[src/rtl/cdb_arbiter_pkg.sv]
// ---------------------------------------------------------------------------
// Module : cdb_arbiter_pkg
// Brief  : Shared widths and helpers for the common data bus arbiter.
// Rev    : 1.0 - initial release
// ---------------------------------------------------------------------------
`default_nettype none

package cdb_arbiter_pkg;

  localparam int              c_lock_w  = 5;
  localparam int              c_data_w  = 32;
  localparam logic [4:0]      c_no_lock = 5'h10;

  // A single producer still needs a one-bit source field.
  function automatic int cdb_src_width(input int n);
    return (n > 1) ? $clog2(n) : 1;
  endfunction

endpackage

`default_nettype wire

[src/rtl/cdb_arb_fifo.sv]
// ---------------------------------------------------------------------------
// Module : cdb_arb_fifo
// Brief  : Per-producer result FIFO with registered full/empty and flush.
// Rev    : 1.0 - initial release
// ---------------------------------------------------------------------------
`default_nettype none

module cdb_arb_fifo #(
  parameter int DEPTH = 2,
  parameter int WIDTH = 37
) (
  input  logic             clk,
  input  logic             rst,
  input  logic             flush,
  input  logic             push,
  input  logic             pop,
  input  logic [WIDTH-1:0] din,
  output logic             full,
  output logic             empty,
  output logic [WIDTH-1:0] head
);

  localparam int               c_ptr_w = $clog2(DEPTH);
  localparam logic [c_ptr_w:0] c_full  = (c_ptr_w + 1)'(DEPTH);

  logic [WIDTH-1:0]   r_mem [DEPTH];
  logic [c_ptr_w-1:0] r_wr_ptr;
  logic [c_ptr_w-1:0] r_rd_ptr;
  logic [c_ptr_w:0]   r_count;
  logic               w_push;
  logic               w_pop;

  assign full   = (r_count == c_full);
  assign empty  = (r_count == '0);
  assign head   = r_mem[r_rd_ptr];
  assign w_push = push & ~full;
  assign w_pop  = pop & ~empty;

  // Depth is a power of two, so the pointers wrap by natural overflow.
  always_ff @(posedge clk or negedge rst) begin
    if (!rst) begin
      r_wr_ptr <= '0;
      r_rd_ptr <= '0;
      r_count  <= '0;
    end else if (flush) begin
      r_wr_ptr <= '0;
      r_rd_ptr <= '0;
      r_count  <= '0;
    end else begin
      if (w_push) r_wr_ptr <= r_wr_ptr + 1'b1;
      if (w_pop)  r_rd_ptr <= r_rd_ptr + 1'b1;
      r_count <= r_count + {{c_ptr_w{1'b0}}, w_push} - {{c_ptr_w{1'b0}}, w_pop};
    end
  end

  always_ff @(posedge clk) begin
    if (w_push && !flush) r_mem[r_wr_ptr] <= din;
  end

endmodule

`default_nettype wire

[src/rtl/cdb_arbiter.sv]
// ---------------------------------------------------------------------------
// Module : cdb_arbiter
// Brief  : Round-robin arbiter sharing one registered CDB among N producers.
//          Optional macro CDB_ARB_STATS_EN adds per-producer grant/stall counters.
// Rev    : 1.0 - initial release
// ---------------------------------------------------------------------------
`default_nettype none

module cdb_arbiter
  import cdb_arbiter_pkg::*;
#(
  parameter int               N_REQ      = 2,
  parameter int               LOCK_W     = c_lock_w,
  parameter int               DATA_W     = c_data_w,
  parameter int               FIFO_DEPTH = 2,
  parameter logic [LOCK_W-1:0] NO_LOCK   = c_no_lock
) (
  input  logic                              clk,
  input  logic                              rst,
  input  logic                              flush,
  input  logic [N_REQ-1:0]                  req_valid,
  input  logic [N_REQ*LOCK_W-1:0]           req_index,
  input  logic [N_REQ*DATA_W-1:0]           req_result,
  output logic [N_REQ-1:0]                  req_ready,
  output logic                              cdb_valid,
  output logic [LOCK_W-1:0]                 cdb_index,
  output logic [DATA_W-1:0]                 cdb_result,
  output logic [cdb_src_width(N_REQ)-1:0]   cdb_src
`ifdef CDB_ARB_STATS_EN
  ,
  output logic [N_REQ*16-1:0]               grant_cnt,
  output logic [N_REQ*16-1:0]               stall_cnt
`endif
);

  localparam int c_src_w = cdb_src_width(N_REQ);
  localparam int c_ent_w = LOCK_W + DATA_W;

  logic [N_REQ-1:0]   w_full;
  logic [N_REQ-1:0]   w_empty;
  logic [N_REQ-1:0]   w_push;
  logic [N_REQ-1:0]   w_pop;
  logic [c_ent_w-1:0] w_head [N_REQ];
  logic [c_ent_w-1:0] w_head_sel;
  logic [c_src_w-1:0] w_grant;
  logic [c_src_w-1:0] w_rr_next;
  logic               w_grant_vld;
  int                 w_scan;

  logic [c_src_w-1:0] r_rr_ptr;
  logic               r_cdb_valid;
  logic [LOCK_W-1:0]  r_cdb_index;
  logic [DATA_W-1:0]  r_cdb_result;
  logic [c_src_w-1:0] r_cdb_src;

  generate
    for (genvar gi = 0; gi < N_REQ; gi++) begin : g_fifo
      // NO_LOCK results carry nothing to wake up, so they are consumed but dropped.
      assign w_push[gi] = req_valid[gi] & ~w_full[gi] & ~flush
                        & (req_index[gi*LOCK_W +: LOCK_W] != NO_LOCK);
      assign w_pop[gi]  = w_grant_vld & ~flush & (w_grant == c_src_w'(gi));

      cdb_arb_fifo #(
        .DEPTH (FIFO_DEPTH),
        .WIDTH (c_ent_w)
      ) u_fifo (
        .clk   (clk),
        .rst   (rst),
        .flush (flush),
        .push  (w_push[gi]),
        .pop   (w_pop[gi]),
        .din   ({req_index[gi*LOCK_W +: LOCK_W], req_result[gi*DATA_W +: DATA_W]}),
        .full  (w_full[gi]),
        .empty (w_empty[gi]),
        .head  (w_head[gi])
      );
    end
  endgenerate

  assign req_ready = ~w_full;

  always_comb begin
    w_grant_vld = 1'b0;
    w_grant     = '0;
    w_scan      = 0;
    for (int k = 0; k < N_REQ; k++) begin
      w_scan = int'(r_rr_ptr) + k;
      if (w_scan >= N_REQ) w_scan = w_scan - N_REQ;
      if (!w_grant_vld && !w_empty[w_scan]) begin
        w_grant_vld = 1'b1;
        w_grant     = c_src_w'(w_scan);
      end
    end
  end

  assign w_head_sel = w_head[w_grant];
  assign w_rr_next  = (w_grant == c_src_w'(N_REQ - 1)) ? '0 : w_grant + 1'b1;

  always_ff @(posedge clk or negedge rst) begin
    if (!rst) begin
      r_rr_ptr     <= '0;
      r_cdb_valid  <= 1'b0;
      r_cdb_index  <= NO_LOCK;
      r_cdb_result <= '0;
      r_cdb_src    <= '0;
    end else if (flush) begin
      r_rr_ptr     <= '0;
      r_cdb_valid  <= 1'b0;
      r_cdb_index  <= NO_LOCK;
      r_cdb_result <= '0;
      r_cdb_src    <= '0;
    end else if (w_grant_vld) begin
      r_rr_ptr     <= w_rr_next;
      r_cdb_valid  <= 1'b1;
      r_cdb_index  <= w_head_sel[c_ent_w-1:DATA_W];
      r_cdb_result <= w_head_sel[DATA_W-1:0];
      r_cdb_src    <= w_grant;
    end else begin
      r_cdb_valid  <= 1'b0;
      r_cdb_index  <= NO_LOCK;
      r_cdb_result <= '0;
      r_cdb_src    <= '0;
    end
  end

  assign cdb_valid  = r_cdb_valid;
  assign cdb_index  = r_cdb_index;
  assign cdb_result = r_cdb_result;
  assign cdb_src    = r_cdb_src;

`ifdef CDB_ARB_STATS_EN
  generate
    for (genvar gi = 0; gi < N_REQ; gi++) begin : g_stats
      logic [15:0] r_grant_cnt;
      logic [15:0] r_stall_cnt;

      // Counters survive flush so statistics span pipeline recoveries.
      always_ff @(posedge clk or negedge rst) begin
        if (!rst) begin
          r_grant_cnt <= '0;
          r_stall_cnt <= '0;
        end else begin
          if (w_pop[gi] && (r_grant_cnt != 16'hFFFF))
            r_grant_cnt <= r_grant_cnt + 16'd1;
          if (req_valid[gi] && w_full[gi] && (r_stall_cnt != 16'hFFFF))
            r_stall_cnt <= r_stall_cnt + 16'd1;
        end
      end

      assign grant_cnt[gi*16 +: 16] = r_grant_cnt;
      assign stall_cnt[gi*16 +: 16] = r_stall_cnt;
    end
  endgenerate
`endif

endmodule

`default_nettype wire

[config.mk]
export PLATFORM = sky130hd
export DESIGN_NAME = cdb_arbiter
export DESIGN_NICKNAME = d
export VERILOG_FILES = /design/src/rtl/cdb_arbiter_pkg.sv /design/src/rtl/cdb_arb_fifo.sv /design/src/rtl/cdb_arbiter.sv
export SDC_FILE = /design/constraint.sdc
export NUM_CORES = 1
export LEC_CHECK = 0
export ABC_CLOCK_PERIOD_IN_PS = 11000
export CORE_AREA = 2 2 119 121
export DETAILED_ROUTE_END_ITERATION = 10
export DIE_AREA = 0 0 121 123
export PLACE_DENSITY = 0.78
export SYNTH_ARGS = -nofsm -noshare
export SYNTH_HDL_FRONTEND = slang
export SYNTH_SLANG_ARGS = --single-unit
[constraint.sdc]
create_clock -name clk -period 11 [get_ports clk]
set_clock_uncertainty 0.15 [all_clocks]
set_input_delay 1.1 -clock clk [delete_from_list [all_inputs] [get_ports clk]]
set_output_delay 1.1 -clock clk [all_outputs]
set_load 0.02 [all_outputs]
* Word level (Yosys, flattened, before mapping)
Memories as Yosys holds them, arrays and structs flattened.
Cells that the tools add are included.
** Word-level totals
- Register bits after elaboration :: 48
- Memory bits (writable) :: 148
- Input bits :: 79
- Output and inout bits :: 41
- Logic and storage cells :: 107
- Memories kept :: 2
** Cells by class
- $add $sub $neg :: 12
- Order comparisons :: 5
- Eq/ne operators :: 4
- Muxes and demuxes :: 40
- Bitwise logic cells :: 21
- Reduce and logical (&&, ||, !) cells :: 12
** Memories
- g_fifo[0].u_fifo.r_mem :: words 2, width 37, rd ports 1, clocked after memory_dff 0, wr ports 1, line cdb_arb_fifo.sv:26 : logic [WIDTH-1:0] r_mem [DEPTH];
- g_fifo[1].u_fifo.r_mem :: words 2, width 37, rd ports 1, clocked after memory_dff 0, wr ports 1, line cdb_arb_fifo.sv:26
** Operators by type and width (number)
- two-way mux 32 bit :: 4
- two-way mux 37 bit :: 3
- < comparator 32 x 3 -> 1 bit, second input constant :: 2
- two-way mux 1 bit :: 29
- bitwise AND 1 bit :: 13
- two-way mux 5 bit :: 2
- inequality test 5 bit, second input constant :: 2
- nonzero test 2 bit :: 5
- NOT 1 bit :: 6
- adder 1 bit, second input constant :: 5
- adder 2 x 1 -> 2 bit :: 2
- equality test 2 bit, second input constant :: 2
- >= comparator 2 bit, second input constant :: 2
- logical NOT 2 bit :: 2
- two-way mux 2 bit :: 2
- subtractor 2 x 1 -> 2 bit :: 2
- logical AND 1 bit :: 3
- subtractor 1 x 2 -> 3 bit, second input constant :: 1
- subtractor 2 x 2 -> 3 bit, second input constant :: 1
- adder 1 x 1 -> 2 bit, second input constant :: 1
- >= comparator 1 x 2 -> 1 bit, second input constant :: 1
- logical NOT 1 bit :: 2
- NOT 1 -> 2 bit :: 1
- NOT 2 bit :: 1

* Logic depth before layout (Yosys ltp)
Gate-level depths: netlist of the first run.
- Depth after elaboration :: 15
- Depth in mapped cells :: 11

* Hierarchy
From an unflattened synthesis of the first run, not the netlist that was laid out.
** Second synthesis, totals
- Cells, all modules :: 464
- Area, all modules :: 7681.1 um2
** Modules (own cells, without submodules)
- cdb_arb_fifo :: instances 2, cells each 140, area an instance 3009.1 um2, seq. area each 2322.2 um2
- cdb_arbiter :: instances 1, cells each 184, area an instance 1662.8 um2, seq. area each 1002.2 um2

* Worst setup path before layout of the first run
No wires, ideal clock.
- Path kind :: input to register
- Start point :: in flush
- End point :: mem g_fifo[0].u_fifo.r_mem[1][0], enable pin
- Setup time :: 0.485 ns
- Data arrival time :: 4.286 ns
- Required time :: 10.365 ns
- Setup slack :: 6.079 ns
- Cell stages on the path :: 3
- Buffers on the path :: 2
- Path through :: buf_1 > buf_1 > nor3b_1
** Between the ends
- Word-level cells in the longest chain between the ends :: 7
- Elaborated cells on any way between the ends :: 8
- Classes of those cells :: mux: 2; bitwise: 4; reduce/logical: 2
** Ends and longest elaborated chain
- start: declaration :: line cdb_arbiter.sv:20 : input logic flush,
- NOT 1 bit :: line cdb_arbiter.sv:59 : assign w_push[gi] = req_valid[gi] & ~w_full[gi] & ~flush
- bitwise AND 1 bit :: line cdb_arbiter.sv:59
- bitwise AND 1 bit :: line cdb_arbiter.sv:60 : & (req_index[gi*LOCK_W +: LOCK_W] != NO_LOCK);
- bitwise AND 1 bit :: line cdb_arb_fifo.sv:36 : assign w_push = push & ~full;
- logical AND 1 bit * :: line cdb_arb_fifo.sv:57 : if (w_push && !flush) r_mem[r_wr_ptr] <= din;
- two-way mux 1 bit * :: line cdb_arb_fifo.sv:57
- two-way mux 1 bit (implied by the code) * :: line cdb_arb_fifo.sv:57
- end: declaration :: line cdb_arb_fifo.sv:26
Every way passes the cells marked *; elsewhere a longest branch is shown, timed or not.

* Worst setup path after layout of the first run
- Start point :: in flush
- End point :: mem g_fifo[0].u_fifo.r_mem[1][9], enable pin
The elaborated chain is that of the path after synthesis.

==> flow_metrics.env, run 1 <==
export IMPL_final_setup_tns_ps=0
export IMPL_cp_end_kind="flip-flop"
export IMPL_post_dp_hpwl_mm=9.33
export IMPL_worst_path_buffer_plus_inverter_count=2
export IMPL_gpl_final_weighted_congestion=0.725
export IMPL_synthesis_instances=431
export IMPL_ratio_of_cells_with_drive_above_1_in_the_final_layout_pct=14.2
export IMPL_count_of_flip_flops_with_a_built_in_enable_after_synthesis=148
export IMPL_ys_seq_area_share_pct=74.7
export IMPL_ys_seq_elements=196
export IMPL_leakage_uw=0.00331
export IMPL_async_s_r_ff_share_synth_pct=24.5
export IMPL_num_antenna_cells=0
export IMPL_cts_path_max_buffers=2
export IMPL_ctsResizeCount=0
export IMPL_tightestPinTransition_ps=1050
export IMPL_route_detailed_drc=0
export IMPL_cts_max_level=4
export IMPL_rsz_0062_raised_after_global_routing="false"
export IMPL_report_final_setup_viol=0
export IMPL_post_cts_repair_setup_buffers=0
export IMPL_fin_cells=744
export IMPL_hold_viol_final=0
export IMPL_worst_ep_arrival_time_ps=3440
export IMPL_final_min_clock_period_ps=3510
export IMPL_initial_core_util_pct=55.5
export IMPL_die_width_um=121
export IMPL_crit_reg2reg_capture="g_fifo[0].u_fifo.r_mem[1][9]"
export IMPL_ys_types=34
export IMPL_fin_nets=634
export IMPL_synthTopCellsByArea="sky130_fd_sc_hd__edfxtp_1, sky130_fd_sc_hd__dfrtp_1, sky130_fd_sc_hd__mux2i_1, sky130_fd_sc_hd__a221oi_1, sky130_fd_sc_hd__nor2b_1"
export IMPL_post_synth_instance_area_um2=7560
export IMPL_post_place_cells=712
export IMPL_first_global_vias=4352
export IMPL_cts_sinks=196
export IMPL_clk_root_buffer_cell="sky130_fd_sc_hd__clkbuf_16"
export IMPL_average_cell_area_after_synthesis_um2=17.5
export IMPL_core_um2=13600
export IMPL_synth_top_cell_area_share_pct=58.8
export IMPL_r2r_worst_path_cells=4
export IMPL_clk_transition_reported_paths_ps=60
export IMPL_critPathMaxFanout=26
export IMPL_max_freq_mhz=285
export IMPL_routed_via_count=4166
export IMPL_finalMaxSlewViolations=0
export IMPL_netlist_top_cell_by_area="sky130_fd_sc_hd__edfxtp_1"
export IMPL_syn2layout_area_growth_pct=25.8
export IMPL_drt_first_pass_iters=4
export IMPL_p_per_area_nw_per_um2=246
export IMPL_dieArea_um2=14900
export IMPL_synth_fp_nets=514
export IMPL_crit_path_top_delay_cell="sky130_fd_sc_hd__nor3b_2"
export IMPL_hp_start="r_rr_ptr"
export IMPL_crit_type="in2reg"
export IMPL_worst_ep_required_time_ps=10940
export IMPL_grt_remaining_overflow=0
export IMPL_dieHeight_um=123
export IMPL_hold_class="reg2reg"
export IMPL_worst_hold_path_num_cells=2
export IMPL_cts_buffers_inserted=17
export IMPL_ant_nets=0
export IMPL_numPortBuffers=119
export IMPL_grt_antenna_before_repair=0
export IMPL_timing_critical_path_max_delay_family="buffers and inverters"
export IMPL_ios=120
export IMPL_critical_path_startpoint_type="primary input"
export IMPL_holdBufCountCts=0
export IMPL_fp_row_count=43
export IMPL_route_final_wire_length_mm=15.0
export IMPL_vias_per_cell=5.60
export IMPL_grt_max_degree=49
export IMPL_period_share_pct=31.9
export IMPL_ys_dominant_reg_cell="sky130_fd_sc_hd__edfxtp_1"
export IMPL_clk_insertion_delay_late_ps=430
export IMPL_drt_initial_drc_count=211
export IMPL_worst_hold_path_endpoint="r_rr_ptr"
export IMPL_vdd_drop_max_mv=0.132
export IMPL_setup_reg_to_reg_worst_slack_ps=8310
export IMPL_grtUsageTotal_pct=21.1
export IMPL_r2r_start="g_fifo[0].u_fifo.r_count[0]"
export IMPL_cts_tree="yes"
export IMPL_highest_cell_delay_on_the_worst_timing_path_ps=980
export IMPL_grt_first_pass_wirelength_mm=23.0
export IMPL_synth_warning_count=0
export IMPL_post_drt_wl_per_cell_um=20.1
export IMPL_worstPathCellList="clkdlybuf4s50_1 -> nor3b_2 -> buf_4"
export IMPL_drv_cap=0
export IMPL_relSlewSlack_pct=29.9
export IMPL_outcome="finished, final reports clean"
[state kept, by name, indices dropped and copies added (netlist names)]
register / flops
g_fifo.u_fifo.r_mem: 148
cdb_result: 32
cdb_index: 5
g_fifo.u_fifo.r_count: 4
g_fifo.u_fifo.r_rd_ptr: 2
g_fifo.u_fifo.r_wr_ptr: 2
cdb_src: 1
cdb_valid: 1
r_rr_ptr: 1
[per-stage QoR]
step	worst slack (ps)	power, uW	utilization (%)	hold slack, ps	area (um^2)
after floorplan	6080	1480	-	383	7560
after detailed placement	7020	1740	65.4	430	8900
after CTS	7430	2360	69.9	444	9510
after global placement	7140	1710	65.4	402	8900
final	7490	2340	69.9	432	9510
after global routing	7300	2450	69.9	477	9510
[cells in the final DEF (no fill, tap or decap), types with 3 or more instances in the layout]
master,count
sky130_fd_sc_hd__a221oi_1,36
sky130_fd_sc_hd__mux2i_1,38
sky130_fd_sc_hd__buf_4,12
sky130_fd_sc_hd__clkbuf_8,3
sky130_fd_sc_hd__nor3_2,3
sky130_fd_sc_hd__bufinv_16,3
sky130_fd_sc_hd__clkbuf_1,3
sky130_fd_sc_hd__nor2_1,9
sky130_fd_sc_hd__clkinv_2,3
sky130_fd_sc_hd__edfxtp_1,148
sky130_fd_sc_hd__nor2b_1,41
sky130_fd_sc_hd__a211oi_2,19
sky130_fd_sc_hd__nor3_1,6
sky130_fd_sc_hd__clkinvlp_4,3
sky130_fd_sc_hd__a211oi_1,17
sky130_fd_sc_hd__ha_1,4
sky130_fd_sc_hd__dfrtp_1,45
sky130_fd_sc_hd__clkdlybuf4s50_1,118
sky130_fd_sc_hd__clkbuf_16,17
sky130_fd_sc_hd__inv_1,5
[cells by family after synthesis]
kind of cell | count (synthesis) | share of synthesized area, %
and+or+nand+nor | 71 | 5.68
buffers and inverters | 35 | 2.73
adders and majority gates | 4 | 0.662
DFF | 196 | 74.7
muxes | 41 | 5.58
xor gates and xnor gates | 2 | 0.232
AOI/OAI and AO/OA | 82 | 10.4
[how the worst max path moves through the flow]
stage	cells past startpoint	end	slack (ps)	startpoint
6_report	3	g_fifo[0].u_fifo.r_mem[1][9]	7490	flush
5_1_grt	3	g_fifo[0].u_fifo.r_mem[1][9]	7300	flush
4_1_cts	3	g_fifo[0].u_fifo.r_mem[1][1]	7430	flush
3_5_place_dp	3	g_fifo[0].u_fifo.r_mem[1][0]	7020	flush
3_3_place_gp	3	g_fifo[0].u_fifo.r_mem[1][0]	7140	flush
2_1_floorplan	3	g_fifo[0].u_fifo.r_mem[1][0]	6080	flush
[where the power goes]
part / switching [uW] / internal, uW / total [uW]
sequential: 69.9 / 919 / 989
combinational: 428 / 300 / 729
clock: 249 / 375 / 624
total: 748 / 1590 / 2340
[area by class of cell]
class	instances	area [um^2]
clock buffers	23	478
multi-input cells	200	1730
well taps	180	225
inverters	5	18.8
repair buffers	131	1280
flip-flops and latches	196	5650
clock inverters	9	128
fillers	860	4100
[tightest hold or removal path: cells and delay by family (launching register included)]
kind	cells	cell delay (ps)
DFF	1	380
and+or+nand+nor	2	160
[routing by layer]
layer | vias up | global-route usage, % | part of all wire, %
li1 | 1926 | - | -
met1 | 2108 | 26.3 | 42
met2 | 113 | 36.0 | 52
met3 | 19 | 4.80 | 4.1
met4 | 0 | 8.43 | 1.6
met5 | - | 0 | 0
[cell usage after synthesis (4+ instances only)]
library cell / instances
sky130_fd_sc_hd__a211oi_1: 17
sky130_fd_sc_hd__a221oi_1: 36
sky130_fd_sc_hd__mux2i_1: 38
sky130_fd_sc_hd__ha_1: 4
sky130_fd_sc_hd__edfxtp_1: 148
sky130_fd_sc_hd__buf_6: 5
sky130_fd_sc_hd__nor2b_1: 41
sky130_fd_sc_hd__buf_2: 12
sky130_fd_sc_hd__a211oi_2: 19
sky130_fd_sc_hd__buf_4: 6
sky130_fd_sc_hd__nor2_1: 10
sky130_fd_sc_hd__dfrtp_1: 47
sky130_fd_sc_hd__nor3_1: 8
sky130_fd_sc_hd__clkbuf_1: 5
sky130_fd_sc_hd__inv_1: 5
No activity file was read; power rests on OpenSTA's default activity.
==> inputs of run 2 (changes only) <==
--- a/config.mk
+++ b/config.mk
@@ -5,11 +5,11 @@
 export SDC_FILE = /design/constraint.sdc
 export NUM_CORES = 1
 export LEC_CHECK = 0
-export ABC_CLOCK_PERIOD_IN_PS = 11000
-export CORE_AREA = 2 2 119 121
+export ABC_CLOCK_PERIOD_IN_PS = 3200
+export CORE_AREA = 2 2 129 131
 export DETAILED_ROUTE_END_ITERATION = 10
-export DIE_AREA = 0 0 121 123
-export PLACE_DENSITY = 0.78
+export DIE_AREA = 0 0 131 133
+export PLACE_DENSITY = 0.7
 export SYNTH_ARGS = -nofsm -noshare
 export SYNTH_HDL_FRONTEND = slang
 export SYNTH_SLANG_ARGS = --single-unit
==> constraint.sdc (replaced) <==
create_clock -name clk -period 3.2 [get_ports clk]
set_clock_uncertainty 0.15 [all_clocks]
set_input_delay 0.32 -clock clk [delete_from_list [all_inputs] [get_ports clk]]
set_output_delay 0.32 -clock clk [all_outputs]
set_load 0.02 [all_outputs]
==> run 2 against run 1 <==
Effect of this change:
- global-route usage fell by 2.5 points
- register-to-register slack got worse by 7700 ps
- critical path depth rose by 1
- critical path type is now reg2reg
==> flow_metrics.env, run 2 (synthesis results as in run 1) <==
export IMPL_hold_viol_final=0
export IMPL_tightestPinTransition_ps=981
export IMPL_p_per_area_nw_per_um2=835
export IMPL_vdd_drop_max_mv=0.531
export IMPL_ctsResizeCount=0
export IMPL_postLayoutCoreUtil_pct=59.3
export IMPL_initial_core_util_pct=46.7
export IMPL_critPathMaxFanout=19
export IMPL_place_worst_setup_slack_ps=235
export IMPL_dieHeight_um=133
export IMPL_finalMaxSlewViolations=0
export IMPL_grtUsageTotal_pct=18.6
export IMPL_first_global_vias=4342
export IMPL_total_power_uw=8000
export IMPL_holdBufCountCts=1
export IMPL_ratio_of_cells_with_drive_above_1_in_the_final_layout_pct=14.0
export IMPL_drt_initial_drc_count=158
export IMPL_largest_register_ff_count=148
export IMPL_route_detailed_drc=0
export IMPL_ios=120
export IMPL_numPortBuffers=119
export IMPL_cts_path_max_buffers=2
export IMPL_worst_path_buffer_plus_inverter_count=1
export IMPL_grt_max_degree=43
export IMPL_fp_row_count=47
export IMPL_vias_per_cell=5.26
export IMPL_layout_common_cells="sky130_fd_sc_hd__edfxtp_1, sky130_fd_sc_hd__clkdlybuf4s50_1, sky130_fd_sc_hd__dfrtp_1, sky130_fd_sc_hd__nor2b_1, sky130_fd_sc_hd__mux2i_1"
export IMPL_route_final_wire_length_mm=15.2
export IMPL_drt_first_pass_iters=5
export IMPL_core_um2=16200
export IMPL_die_width_um=131
export IMPL_cts_buffers_inserted=17
export IMPL_clk_transition_reported_paths_ps=60
export IMPL_gpl_final_weighted_congestion=0.768
export IMPL_drv_cap=0
export IMPL_hold_class="in2reg"
export IMPL_dieArea_um2=17400
export IMPL_worst_ep_arrival_time_ps=2510
export IMPL_cp_end_kind="flip-flop"
export IMPL_post_cts_repair_setup_buffers=0
export IMPL_ant_nets=0
export IMPL_relSlewSlack_pct=34.5
export IMPL_grt_antenna_before_repair=0
export IMPL_hold_slack_ps=324
export IMPL_max_freq_mhz=392
export IMPL_final_min_clock_period_ps=2550
export IMPL_worstPathCellList="nand2b_1 -> o211ai_4 -> nor3b_4 -> buf_4"
export IMPL_fin_nets=636
export IMPL_clk_root_buffer_cell="sky130_fd_sc_hd__clkbuf_16"
export IMPL_post_dp_hpwl_mm=9.83
export IMPL_cts_tree="yes"
export IMPL_syn2layout_area_growth_pct=26.8
export IMPL_crit_type="reg2reg"
export IMPL_grt_remaining_overflow=0
export IMPL_most_common_cell_after_layout_fill_and_taps_aside="sky130_fd_sc_hd__edfxtp_1"
export IMPL_worst_ep_required_time_ps=3160
export IMPL_cts_sinks=196
export IMPL_regMostFlops="g_fifo.u_fifo.r_mem"
export IMPL_crit_path_top_delay_cell="sky130_fd_sc_hd__nor3b_4"
export IMPL_num_antenna_cells=0
export IMPL_rsz_0062_raised_after_global_routing="false"
export IMPL_report_final_setup_viol=0
export IMPL_critical_path_startpoint_type="flip-flop"
export IMPL_period_share_pct=79.8
export IMPL_final_setup_tns_ps=0
export IMPL_routed_via_count=4129
export IMPL_highest_cell_delay_on_the_worst_timing_path_ps=840
export IMPL_outcome="finished, final reports clean"
export IMPL_post_drt_wl_per_cell_um=19.4
export IMPL_timing_critical_path_max_delay_family="simple AND/OR/NAND/NOR gates"
export IMPL_cts_max_level=4
export IMPL_leakage_uw=0.00333
export IMPL_clk_insertion_delay_late_ps=430
export IMPL_grt_first_pass_wirelength_mm=23.3
export IMPL_finalWorstSetupSlack_ps=646
run 2: cell count changes in the layout (fill, tap and decap cells not counted), sizes merged:
cell         delta
dlygate4sd3     +1
clkbuf          -1
clkinv          +1
inv             +1
buf             +1
clkinvlp        -2
run 2: path summary, 6_finish.rpt:
path                                               from                       endpoint  slack (ps)  cells past startpoint
max                         g_fifo[0].u_fifo.r_count[0]  g_fifo[0].u_fifo.r_mem[1][27]         650                      4
max in group asynchronous                           rst                 cdb_result[22]        1770                      3
max reg2reg                 g_fifo[0].u_fifo.r_count[0]  g_fifo[0].u_fifo.r_mem[1][27]         650                      4
min reg2reg                g_fifo[1].u_fifo.r_mem[0][9]                  cdb_result[9]         450                      2
min in group asynchronous                           rst                      cdb_valid         350                      2
min                                      req_result[61]  g_fifo[1].u_fifo.r_mem[1][29]         320                      1
run 2: power breakdown:
group          switching (uW)  total (uW)  internal, uW
sequential                286        3440          3160
clock                     847        2070          1220
combinational            1430        2490          1060
total                    2560        8000          5440
run 2: per-layer routing:
metal / global-route usage [%] / up-vias / share of wire (%)
met1: 23.8 / 2044 / 41
li1: - / 1937 / -
met4: 7.33 / 0 / 1.4
met2: 31.1 / 134 / 52
met3: 3.72 / 14 / 5.3
met5: 0 / - / 0
run 2: final cells by class:
type                       count  area, um^2
clock buffer                  22         444
clock inverter                 9         130
fill                        1203        6590
inverter                       5        18.8
multi-input combinational    200        1760
sequential                   196        5650
tap                          220         275
timing repair buffer         133        1310
run 2: stage by stage:
step | cell area (um^2) | cells
2_1_floorplan | 7580 | 431
3_3_place_gp | 9000 | 753
3_5_place_dp | 9000 | 753
4_1_cts | 9580 | 785
5_1_grt | 9580 | 785
6_report | 9580 | 785
==> inputs of run 3 (changes only) <==
--- a/config.mk
+++ b/config.mk
@@ -5,11 +5,11 @@
 export SDC_FILE = /design/constraint.sdc
 export NUM_CORES = 1
 export LEC_CHECK = 0
-export ABC_CLOCK_PERIOD_IN_PS = 3200
-export CORE_AREA = 2 2 129 131
+export ABC_CLOCK_PERIOD_IN_PS = 2500
+export CORE_AREA = 2 2 123 125
 export DETAILED_ROUTE_END_ITERATION = 10
-export DIE_AREA = 0 0 131 133
-export PLACE_DENSITY = 0.7
+export DIE_AREA = 0 0 125 127
+export PLACE_DENSITY = 0.74
 export SYNTH_ARGS = -nofsm -noshare
 export SYNTH_HDL_FRONTEND = slang
 export SYNTH_SLANG_ARGS = --single-unit
==> constraint.sdc (replaced) <==
create_clock -name clk -period 2.5 [get_ports clk]
set_clock_uncertainty 0.15 [all_clocks]
set_input_delay 0.25 -clock clk [delete_from_list [all_inputs] [get_ports clk]]
set_output_delay 0.25 -clock clk [all_outputs]
set_load 0.02 [all_outputs]
==> run 3 against run 2 <==
Effect of this change:
- clock-buffer cell count grew 2
- non-clock buffer count grew 8
- clock power grew 29%
==> flow_metrics.env, run 3 (synthesis results as in run 1) <==
export IMPL_cts_buffers_inserted=17
export IMPL_num_antenna_cells=0
export IMPL_route_detailed_drc=0
export IMPL_relative_contribution_of_combinational_cells_to_total_power_pct=31.7
export IMPL_holdBufCountCts=1
export IMPL_r2r_start="g_fifo[0].u_fifo.r_count[0]"
export IMPL_power_frac_clock_pct=25.9
export IMPL_first_global_vias=4399
export IMPL_fin_nets=644
export IMPL_cts_tree="yes"
export IMPL_final_setup_tns_ps=0
export IMPL_hp_start="req_result[61]"
export IMPL_setup_reg_to_reg_worst_slack_ps=340
export IMPL_power_frac_seq_pct=42.4
export IMPL_p_per_area_nw_per_um2=1070
export IMPL_power_switching_fraction_pct=31.9
export IMPL_ratio_of_cells_with_drive_above_1_in_the_final_layout_pct=15.5
export IMPL_grt_remaining_overflow=0
export IMPL_drt_initial_drc_count=260
export IMPL_largest_register_ff_count=148
export IMPL_cts_max_level=4
export IMPL_r2r_worst_path_cells=4
export IMPL_routed_via_count=4176
export IMPL_cp_end_kind="output port"
export IMPL_leakage_uw=0.00339
export IMPL_die_width_um=125
export IMPL_nFillCells=992
export IMPL_clk_root_buffer_cell="sky130_fd_sc_hd__clkbuf_16"
export IMPL_dieHeight_um=127
export IMPL_post_drt_wl_per_cell_um=19.9
export IMPL_grtUsageTotal_pct=19.9
export IMPL_crit_type="reg2out"
export IMPL_ant_nets=0
export IMPL_gpl_final_weighted_congestion=0.782
export IMPL_core_um2=14400
export IMPL_cts_path_max_buffers=2
export IMPL_initial_core_util_pct=52.4
export IMPL_post_cts_repair_setup_buffers=0
export IMPL_tightestPinTransition_ps=813
export IMPL_regMostFlops="g_fifo.u_fifo.r_mem"
export IMPL_power_report_internal_total_uw=7050
export IMPL_crit_reg2reg_capture="g_fifo[0].u_fifo.r_mem[0][0]"
export IMPL_finalMaxSlewViolations=0
export IMPL_final_design_area_no_fill_um2=9680
export IMPL_critical_path_startpoint_type="flip-flop"
export IMPL_relSlewSlack_pct=45.8
export IMPL_cts_sinks=196
export IMPL_most_common_cell_after_layout_fill_and_taps_aside="sky130_fd_sc_hd__edfxtp_1"
export IMPL_hold_class="in2reg"
export IMPL_critPathMaxFanout=6
export IMPL_vdd_drop_max_mv=0.620
export IMPL_outcome="finished, final reports clean"
export IMPL_dpl_cell_area_um2=9080
export IMPL_ctsResizeCount=0
export IMPL_final_min_clock_period_ps=2180
export IMPL_vias_per_cell=5.51
export IMPL_grt_first_pass_wirelength_mm=23.8
export IMPL_fp_row_count=44
export IMPL_report_final_setup_viol=0
export IMPL_route_final_wire_length_mm=15.1
export IMPL_clk_transition_reported_paths_ps=70
export IMPL_post_dp_hpwl_mm=9.97
export IMPL_syn2layout_area_growth_pct=28.0
export IMPL_worst_hold_path_endpoint="g_fifo[1].u_fifo.r_mem[0][29]"
export IMPL_drv_cap=0
export IMPL_worst_ep_arrival_time_ps=1780
export IMPL_drt_first_pass_iters=4
export IMPL_total_switching_power_uw=3290
export IMPL_worst_ep_required_time_ps=2100
export IMPL_rsz_0062_raised_after_global_routing="false"
export IMPL_worst_hold_path_num_cells=1
export IMPL_clk_insertion_delay_late_ps=430
export IMPL_dieArea_um2=15900
export IMPL_grt_antenna_before_repair=0
export IMPL_max_freq_mhz=458
export IMPL_postLayoutCoreUtil_pct=67.1
export IMPL_period_share_pct=87.4
export IMPL_layout_common_cells="sky130_fd_sc_hd__edfxtp_1, sky130_fd_sc_hd__clkdlybuf4s50_1, sky130_fd_sc_hd__dfrtp_1, sky130_fd_sc_hd__nor2b_1, sky130_fd_sc_hd__mux2i_1"
export IMPL_grt_max_degree=44
export IMPL_numPortBuffers=119
export IMPL_hold_viol_final=0
export IMPL_ios=120
run 3: changes by cell type in the layout (fill, tap and decap cells not counted), sizes merged:
| cell | previous run | this run |
|---|---|---|
| buf | 14 | 22 |
| clkinv | 4 | 3 |
| clkbuf | 22 | 24 |
| clkinvlp | 1 | 2 |
| bufinv | 3 | 2 |
run 3: worst max-delay path by stage:
stage	to	start	cells after the start	slack, ps
5_1_grt	g_fifo[0].u_fifo.r_count[1]	g_fifo[0].u_fifo.r_count[1]	9	180
4_1_cts	req_ready[0]	g_fifo[0].u_fifo.r_count[0]	2	280
3_5_place_dp	g_fifo[0].u_fifo.r_count[1]	req_index[0]	8	-30
3_3_place_gp	g_fifo[0].u_fifo.r_count[1]	req_index[0]	8	40
2_1_floorplan	g_fifo[0].u_fifo.r_mem[1][0]	g_fifo[0].u_fifo.r_count[0]	3	5
6_report	req_ready[0]	g_fifo[0].u_fifo.r_count[0]	2	320
run 3: metal layers:
| layer | track usage (%) | part of all wire (%) | wire [um] | up-vias |
|---|---|---|---|---|
| li1 | - | - | - | 1951 |
| met1 | 24.8 | 41 | 6120 | 2095 |
| met2 | 34.6 | 53 | 8040 | 111 |
| met3 | 5.03 | 4.5 | 680 | 19 |
| met4 | 6.41 | 1.6 | 240 | 0 |
| met5 | 0 | 0 | 0 | - |
run 3: stage by stage:
step                      cells  hold WS [ps]  power, uW  setup WS, ps
after detailed placement    725           204       7770         -29.3
after floorplan             431          -196       6530          4.97
after CTS                   758           235      10500           283
after global routing        758           234      10900           176
after global placement      725           198       7660          35.6
final                       758           254      10300           315
run 3: area by class of cell:
cell class              count  area [um^2]  area share, %
flip-flops and latches    196         5650           58.4
clock inverters             8         97.6           1.01
well taps                 184          230           2.38
repair buffers            141         1430           14.8
inverters                   5         18.8          0.194
clock buffers              24          492           5.08
multi-input cells         200         1760           18.2
run 3: power groups by stage:
stage               clock, uW  combinational, uW  sequential, uW
CTS                      2730               3330            4390
global placement            0               3240            4420
floorplan                   0               1950            4580
global route             2880               3560            4450
detailed placement          0               3320            4450
finish                   2680               3280            4380
run 3: critical path: stages (launching register included):
cell	delay [ps]
sky130_fd_sc_hd__dfrtp_1	470
sky130_fd_sc_hd__nand2b_1	230
sky130_fd_sc_hd__clkdlybuf4s50_1	650
